==> config.mk <==
export PLATFORM = sky130hd
export DESIGN_NAME = spi_master_driver
export DESIGN_NICKNAME = d
export VERILOG_FILES = /design/src/rtl/spi_master_driver_pkg.sv /design/src/rtl/spi_master_shreg.sv /design/src/rtl/spi_master_driver.sv
export SDC_FILE = /design/constraint.sdc
export NUM_CORES = 1
export LEC_CHECK = 0
export ABC_AREA = 0
export CORE_UTILIZATION = 35
export CTS_BUF_LIST = sky130_fd_sc_hd__clkbuf_8
export CTS_CLUSTER_SIZE = 24
export DETAILED_ROUTE_END_ITERATION = 10
export DONT_BUFFER_PORTS = 1
export GPL_TIMING_DRIVEN = 1
export SYNTH_ARGS = -nofsm -noshare
export SYNTH_HDL_FRONTEND = slang
export SYNTH_HIERARCHICAL = 1
export SYNTH_SLANG_ARGS = --single-unit
==> constraint.sdc <==
create_clock -name clk -period 3.8 [get_ports clk]
set_clock_uncertainty 0.05 [all_clocks]
set_input_delay 0.76 -clock clk [delete_from_list [all_inputs] [get_ports clk]]
set_output_delay 0.76 -clock clk [all_outputs]
set_load 0.01 [all_outputs]
==> src/rtl/spi_master_driver_pkg.sv <==
// Shared types and constants for the SPI master driver and its shift register.
package spi_master_driver_pkg;

  localparam int ADDR_SIZE = 8;
  localparam int MEM_WIDTH = 8;
  // Serial frame: 2 command bits followed by the payload.
  localparam int FRAME_LEN = ADDR_SIZE + 2;

  typedef enum logic [1:0] {
    WR_ADDR = 2'b00,
    WR_DATA = 2'b01,
    RD_ADDR = 2'b10,
    RD_DATA = 2'b11
  } control_e;

  typedef enum logic [2:0] {
    M_IDLE, M_START, M_SHIFT, M_GAP, M_RECV, M_DONE
  } mstate_e;

  function automatic int max3(int a, int b, int c);
    int m;
    m = (a > b) ? a : b;
    return (m > c) ? m : c;
  endfunction

endpackage

==> src/rtl/spi_master_shreg.sv <==
// Parameterised PISO/SIPO shift register, MSB-first, with load priority over shift.
module spi_master_shreg #(
  parameter int W     = 8,
  parameter int OUT_W = W
) (
  input  logic             clk,
  input  logic             rst,
  input  logic             load,
  input  logic [W-1:0]     load_val,
  input  logic             shift,
  input  logic             sin,
  output logic [OUT_W-1:0] q
);

  logic [W-1:0] sh_q, sh_d;

  // Next value: parallel load, else shift left with sin entering at the LSB.
  always_comb begin
    sh_d = sh_q;
    if (load)       sh_d = load_val;
    else if (shift) sh_d = {sh_q[W-2:0], sin};
  end

  // Register with asynchronous clear.
  always_ff @(posedge clk or posedge rst) begin
    if (rst) sh_q <= '0;
    else     sh_q <= sh_d;
  end

  // Expose only the upper OUT_W bits (1 for serial-out use, W for parallel-out use).
  assign q = sh_q[W-1 -: OUT_W];

endmodule

==> src/rtl/spi_master_driver.sv <==
// Transaction-level SPI master: serialises {cmd, payload} frames onto SS_n/MOSI
// and, for RD_DATA, collects a byte from MISO after a configurable gap.
module spi_master_driver
  import spi_master_driver_pkg::*;
#(
  parameter int RD_GAP = 1
) (
  input  logic                 clk,
  input  logic                 rst,
  input  logic                 req_valid,
  output logic                 req_ready,
  input  logic [1:0]           req_cmd,
  input  logic [ADDR_SIZE-1:0] req_data,
  output logic                 rsp_valid,
  output logic [MEM_WIDTH-1:0] rsp_data,
  output logic                 busy,
  output logic                 SS_n,
  output logic                 MOSI,
  input  logic                 MISO
);

  localparam int CNT_MAX = max3(FRAME_LEN, RD_GAP, MEM_WIDTH);
  localparam int CNT_W   = $clog2(CNT_MAX + 1);
  localparam logic [CNT_W-1:0] SHIFT_LD = CNT_W'(FRAME_LEN - 1);
  localparam logic [CNT_W-1:0] GAP_LD   = CNT_W'((RD_GAP > 0) ? RD_GAP - 1 : 0);
  localparam logic [CNT_W-1:0] RECV_LD  = CNT_W'(MEM_WIDTH - 1);

  mstate_e                state_q, state_d;
  logic [CNT_W-1:0]       cnt_q, cnt_d;
  logic                   rd_q, rd_d;
  logic                   ss_n_q, ss_n_d;
  logic                   mosi_q, mosi_d;
  logic                   rsp_valid_q, rsp_valid_d;
  logic [MEM_WIDTH-1:0]   rsp_data_q, rsp_data_d;
  logic                   busy_q, busy_d;

  logic                   tx_load, tx_shift, rx_shift;
  logic                   tx_msb;
  logic [MEM_WIDTH-2:0]   rx_bits;

  // Outgoing frame: loaded on accept, MSB presented to MOSI each shift.
  spi_master_shreg #(.W(FRAME_LEN), .OUT_W(1)) u_tx (
    .clk(clk), .rst(rst), .load(tx_load), .load_val({req_cmd, req_data}),
    .shift(tx_shift), .sin(1'b0), .q(tx_msb)
  );

  // Incoming byte: holds the first MEM_WIDTH-1 bits; the final bit is taken
  // straight from MISO so the whole byte lands in rsp_data on the last edge.
  spi_master_shreg #(.W(MEM_WIDTH-1)) u_rx (
    .clk(clk), .rst(rst), .load(1'b0), .load_val('0),
    .shift(rx_shift), .sin(MISO), .q(rx_bits)
  );

  // Next-state and next-output logic; outputs are computed for the state being entered.
  always_comb begin
    state_d     = state_q;
    cnt_d       = cnt_q;
    rd_d        = rd_q;
    ss_n_d      = 1'b0;
    mosi_d      = 1'b0;
    rsp_valid_d = 1'b0;
    rsp_data_d  = rsp_data_q;
    tx_load     = 1'b0;
    tx_shift    = 1'b0;
    rx_shift    = 1'b0;
    case (state_q)
      M_IDLE: begin
        ss_n_d = 1'b1;
        if (req_valid) begin
          state_d = M_START;
          tx_load = 1'b1;
          rd_d    = (req_cmd == RD_DATA);
          ss_n_d  = 1'b0;
          mosi_d  = req_cmd[1];
        end
      end
      M_START: begin
        state_d  = M_SHIFT;
        cnt_d    = SHIFT_LD;
        mosi_d   = tx_msb;
        tx_shift = 1'b1;
      end
      M_SHIFT: begin
        if (cnt_q != '0) begin
          cnt_d    = cnt_q - CNT_W'(1);
          mosi_d   = tx_msb;
          tx_shift = 1'b1;
        end else if (rd_q) begin
          if (RD_GAP > 0) begin
            state_d = M_GAP;
            cnt_d   = GAP_LD;
          end else begin
            state_d = M_RECV;
            cnt_d   = RECV_LD;
          end
        end else begin
          state_d = M_DONE;
          cnt_d   = '0;
          ss_n_d  = 1'b1;
        end
      end
      M_GAP: begin
        if (cnt_q != '0) begin
          cnt_d = cnt_q - CNT_W'(1);
        end else begin
          state_d = M_RECV;
          cnt_d   = RECV_LD;
        end
      end
      M_RECV: begin
        rx_shift = 1'b1;
        if (cnt_q != '0) begin
          cnt_d = cnt_q - CNT_W'(1);
        end else begin
          state_d     = M_DONE;
          cnt_d       = '0;
          ss_n_d      = 1'b1;
          rsp_valid_d = 1'b1;
          rsp_data_d  = {rx_bits, MISO};
        end
      end
      M_DONE: begin
        state_d = M_IDLE;
        ss_n_d  = 1'b1;
      end
      default: begin
        state_d = M_IDLE;
        ss_n_d  = 1'b1;
      end
    endcase
    busy_d = (state_d != M_IDLE);
  end

  // FSM state, counter and registered outputs; reset aborts any frame at once.
  always_ff @(posedge clk or posedge rst) begin
    if (rst) begin
      state_q     <= M_IDLE;
      cnt_q       <= '0;
      rd_q        <= 1'b0;
      ss_n_q      <= 1'b1;
      mosi_q      <= 1'b0;
      rsp_valid_q <= 1'b0;
      rsp_data_q  <= '0;
      busy_q      <= 1'b0;
    end else begin
      state_q     <= state_d;
      cnt_q       <= cnt_d;
      rd_q        <= rd_d;
      ss_n_q      <= ss_n_d;
      mosi_q      <= mosi_d;
      rsp_valid_q <= rsp_valid_d;
      rsp_data_q  <= rsp_data_d;
      busy_q      <= busy_d;
    end
  end

  assign req_ready = (state_q == M_IDLE);
  assign SS_n      = ss_n_q;
  assign MOSI      = mosi_q;
  assign rsp_valid = rsp_valid_q;
  assign rsp_data  = rsp_data_q;
  assign busy      = busy_q;

endmodule

==> impl_summary.md <==
Yosys
The multiplexer fraction of the synthesized cell area is 0.150. The share of synthesized cell area in full adder, half adder and majority cells is 0. In this run the cell area of the synthesized design comes to between 0.0015 and 0.002 mm². The async set-reset flop share out of synthesis is 1.00.

Among all cell types in the netlist, the one instantiated most often is sky130_fd_sc_hd__dfrtp_1. Of the post-synthesis cell area, the dominant cell type holds 0.481. The synthesis-stage register bit count is 37. Of the synthesized area, sequential elements account for 0.495.

The biggest area contributor in the post-synthesis netlist is sky130_fd_sc_hd__dfrtp_1. Each instance of the synthesized netlist takes up on average 10.5 µm². The number of flops mapped to enable cells by yosys is 0. Ranked by total cell area, the synthesized netlist is headed by sky130_fd_sc_hd__dfrtp_1 (48%), sky130_fd_sc_hd__mux2i_1 (10%), sky130_fd_sc_hd__mux2_2 (4.8%). The combinational family with the most area after synthesis is simple AND/OR/NAND/NOR gates. Synthesis instantiated 41 different standard cells from the library.

During synthesis, Yosys emitted a total of 6 warnings. Synthesis produced 179 cells. The area share of and/or/nand/nor cells after synthesis is 0.177. The dominant register cell in the synthesized netlist is sky130_fd_sc_hd__dfrtp_1. The post-synthesis compound-gate area fraction came to 0.121. Of the total synthesized cell area, the portion taken by XOR and XNOR cells is 0.

The commonest cells after synthesis are sky130_fd_sc_hd__dfrtp_1 (36), sky130_fd_sc_hd__nand2_1 (23), sky130_fd_sc_hd__mux2i_1 (19).

STA
The number of hold-slack violations in the final timing report came to 0. The post-route setup TNS is 0 ps. Setup repair after global routing left no endpoint under its margin. Measured against its own limit, the worst slew margin works out to 0.275. In the finished design, the share of the clock period the worst path needs comes to 0.628.

The smallest clock period supported by the final layout is computed as about 2400 ps. The number of failing setup endpoints in the final timing report is 0. The total count of max-transition violations in the final report came to 0. The transition time at the pin with the least slew margin is ~1100 ps.

Based on the critical path, the design can be clocked at up to about 420 MHz.

Critical path
The worst setup path is of the reg2reg kind. The number of cells on the critical path is 5. The worst setup path startpoint is state_q[1]$_DFF_PP0_. The cell with the largest stage delay on the worst path is sky130_fd_sc_hd__nor2_1. Together, buffers and inverters on the worst path number 0. For the worst setup path, the data arrival time is around 2500 ps. STA classifies the critical path endpoint as a register. Data on the critical path is required at its endpoint by roughly 3900 ps.

The critical path's largest stage delay is between 700 and 800 ps. The startpoint of the worst register-to-register path is state_q[1]$_DFF_PP0_. The critical path goes through nor2b_1 > a21boi_0 > nor2_1 > mux2i_1 > o21ai_1. Counting cells, the worst reg-to-reg path comes to 5.

The worst flop-to-flop path endpoint is u_tx/sh_q[8]$_DFFE_PP0P_. STA classifies the critical path startpoint as a register. On the critical path the largest part of the delay comes from simple AND/OR/NAND/NOR gates. The capture point of the worst path is u_tx/sh_q[8]$_DFFE_PP0P_. Along the worst path, the maximum fanout reaches 16. Setup slack on the worst reg-to-reg path comes out at between 1000 and 1500 ps.

Die
The floorplan row count is 26. The core footprint is 0.00514 mm². The full die area is ~0.0057 mm².

In this run the count of I/O pins placed on the die edge is 27. In this run the vertical extent of the chip is roughly 75 µm. The starting density of the core is 0.365. The floorplan die width is about 75 µm.

Place
The number of port buffers is 0. The final RePlAce weighted congestion is 0.704. The total half-perimeter wirelength after legalization and detailed placement is ~2300 µm.

CTS
The post-CTS setup repair buffer count is 0. The insertion delay of the later-clocked pin in the worst-skew pair is between 200 and 300 ps. TritonCTS built the clock tree.

The root cell of the clock tree is sky130_fd_sc_hd__clkbuf_8. The number of gates resized after cts is 0. In this run, CTS created clock tree buffers numbering 5.

For this design, the CTS-stage hold fixing added 0 buffers. Counting along the longest clock path gives a buffer depth of 2. The depth of the CTS H-tree is 2.

The clock edge transition at the registers on the reported setup and hold paths is roughly 70 ps. For this design, the sink count on the clock tree is 37.

Pwr
The power density normalized to cell area is roughly 830 mW/mm². The static leakage is around 0.89 nW. The design draws between 1.5 and 2 mW.

IR analysis of the VDD net gives a maximum drop of between 300 and 400 µV.

Global route
Across every metal layer, demand over resource in global routing totals 0.133. After global routing the overflow that remains totals 0. The pin count of the biggest net entering global routing is 32. The number of antenna violations at the first check in global routing is 0. The number of global-route vias before repair was around 1100.

The first-pass GRT wire length is approximately 5600 µm.

Route
The total DRC errors in the routed layout is 0. The number of DRC violations after detailed-routing iteration 0 is 119. The via density per instance is 4.91. The first TritonRoute pass finished after 4 iterations. The detail route stage leaves a number of antenna-violating nets equal to 0. The number of vias after detailed routing is ~1300. In the final routed layout, each cell accounts on average for between 10 and 15 µm. The final layout contains routed wiring with a total length of around 3400 µm.

Worst hold path
The kind of path behind the tightest hold check is in2async.

Layout
The count of nets after finishing is 200. The number of antenna diodes is 0. In the final layout, the share of cells above drive strength 1 is 0.118. Compared with the post-synthesis result, the final layout area differs by 9.75%.

Outcome
The flow ran to the end, and the final reports show no timing, DRC or antenna violations.

Run
The max-capacitance violation count is 0.
## final cells by class
class	instances	area [µm²]
Fill cell	538	3080
Sequential cell	37	927
Multi-Input combinational cell	134	896
Tap cell	70	87.6
Clock buffer	6	82.6
Clock inverter	2	33.8
Inverter	8	30.0
## logic make-up (layout without fill, tap and decap cells)
group | Yosys count | count (layout)
AOI/OAI and AO/OA | 37 | 37
buffers and inverters | 20 | 16
DFF | 37 | 37
muxes | 27 | 27
other | 1 | 13
and+or+nand+nor | 57 | 57
## worst min-delay path by stage
stage / start / end / slack [ps] / depth (start not counted)
after floorplan: u_rx/q[6]$_DFFE_PP0P_ / rsp_data[7]$_DFFE_PP0P_ / 430 / 1
after global placement: u_rx/q[6]$_DFFE_PP0P_ / rsp_data[7]$_DFFE_PP0P_ / 450 / 1
after detailed placement: u_rx/q[6]$_DFFE_PP0P_ / rsp_data[7]$_DFFE_PP0P_ / 460 / 1
after CTS: rst / u_rx/q[0]$_DFFE_PP0P_ / 240 / 1
after global routing: rst / u_rx/q[0]$_DFFE_PP0P_ / 240 / 1
final: rst / u_rx/q[4]$_DFFE_PP0P_ / 240 / 1
## registers in the layout (all words and copies together) (netlist names)
register   flops
MOSI           1
cnt_q          4
rd_q           1
busy           1
rsp_valid      1
u_tx/sh_q     10
SS_n           1
rsp_data       8
u_rx/q         7
state_q        3
## power by group
part | total (mW) | internal, mW | leakage, nW | switching, mW
clock | 0.346 | 0.211 | 0.0626 | 0.134
combinational | 0.581 | 0.297 | 0.364 | 0.284
sequential | 0.785 | 0.555 | 0.463 | 0.230
total | 1.71 | 1.06 | 0.890 | 0.649
## per-layer routing
metal,up-vias,track usage,part of all wire
met5,-,0,0
met2,23,0.190,0.44
met3,5,0.0388,0.042
li1,627,-,-
met1,606,0.188,0.51
met4,0,0.0556,0.014
## cell usage in the layout (no fill, tap or decap), types with 2 or more instances in the layout
master                      n
sky130_fd_sc_hd__dfrtp_1   36
sky130_fd_sc_hd__conb_1    13
sky130_fd_sc_hd__mux2_2     8
sky130_fd_sc_hd__and3_1     2
sky130_fd_sc_hd__mux2i_1   19
sky130_fd_sc_hd__o21ai_0    6
sky130_fd_sc_hd__o21ai_1   16
sky130_fd_sc_hd__nor2b_1    4
sky130_fd_sc_hd__nand3_1    2
sky130_fd_sc_hd__inv_1      9
sky130_fd_sc_hd__nor4b_1    3
sky130_fd_sc_hd__a21boi_0   2
sky130_fd_sc_hd__nor2_1     7
sky130_fd_sc_hd__nor3b_1    2
sky130_fd_sc_hd__nor3_1     3
sky130_fd_sc_hd__clkbuf_8   6
sky130_fd_sc_hd__nand2_1   23
sky130_fd_sc_hd__a21oi_1    3
sky130_fd_sc_hd__nand2b_1   3
## stage by stage
stage               utilization  hold slack [ps]  instance area, µm²  instances  setup slack (ps)
finish                    0.400              241                2060        257              1410
global route              0.400              243                2060        257              1220
CTS                       0.400              241                2060        257              1420
detailed placement        0.378              456                1940        249              1390
floorplan                     -              430                1920        191              2010
global placement          0.378              448                1940        249              1430
Power figures use the tool's default switching activity.
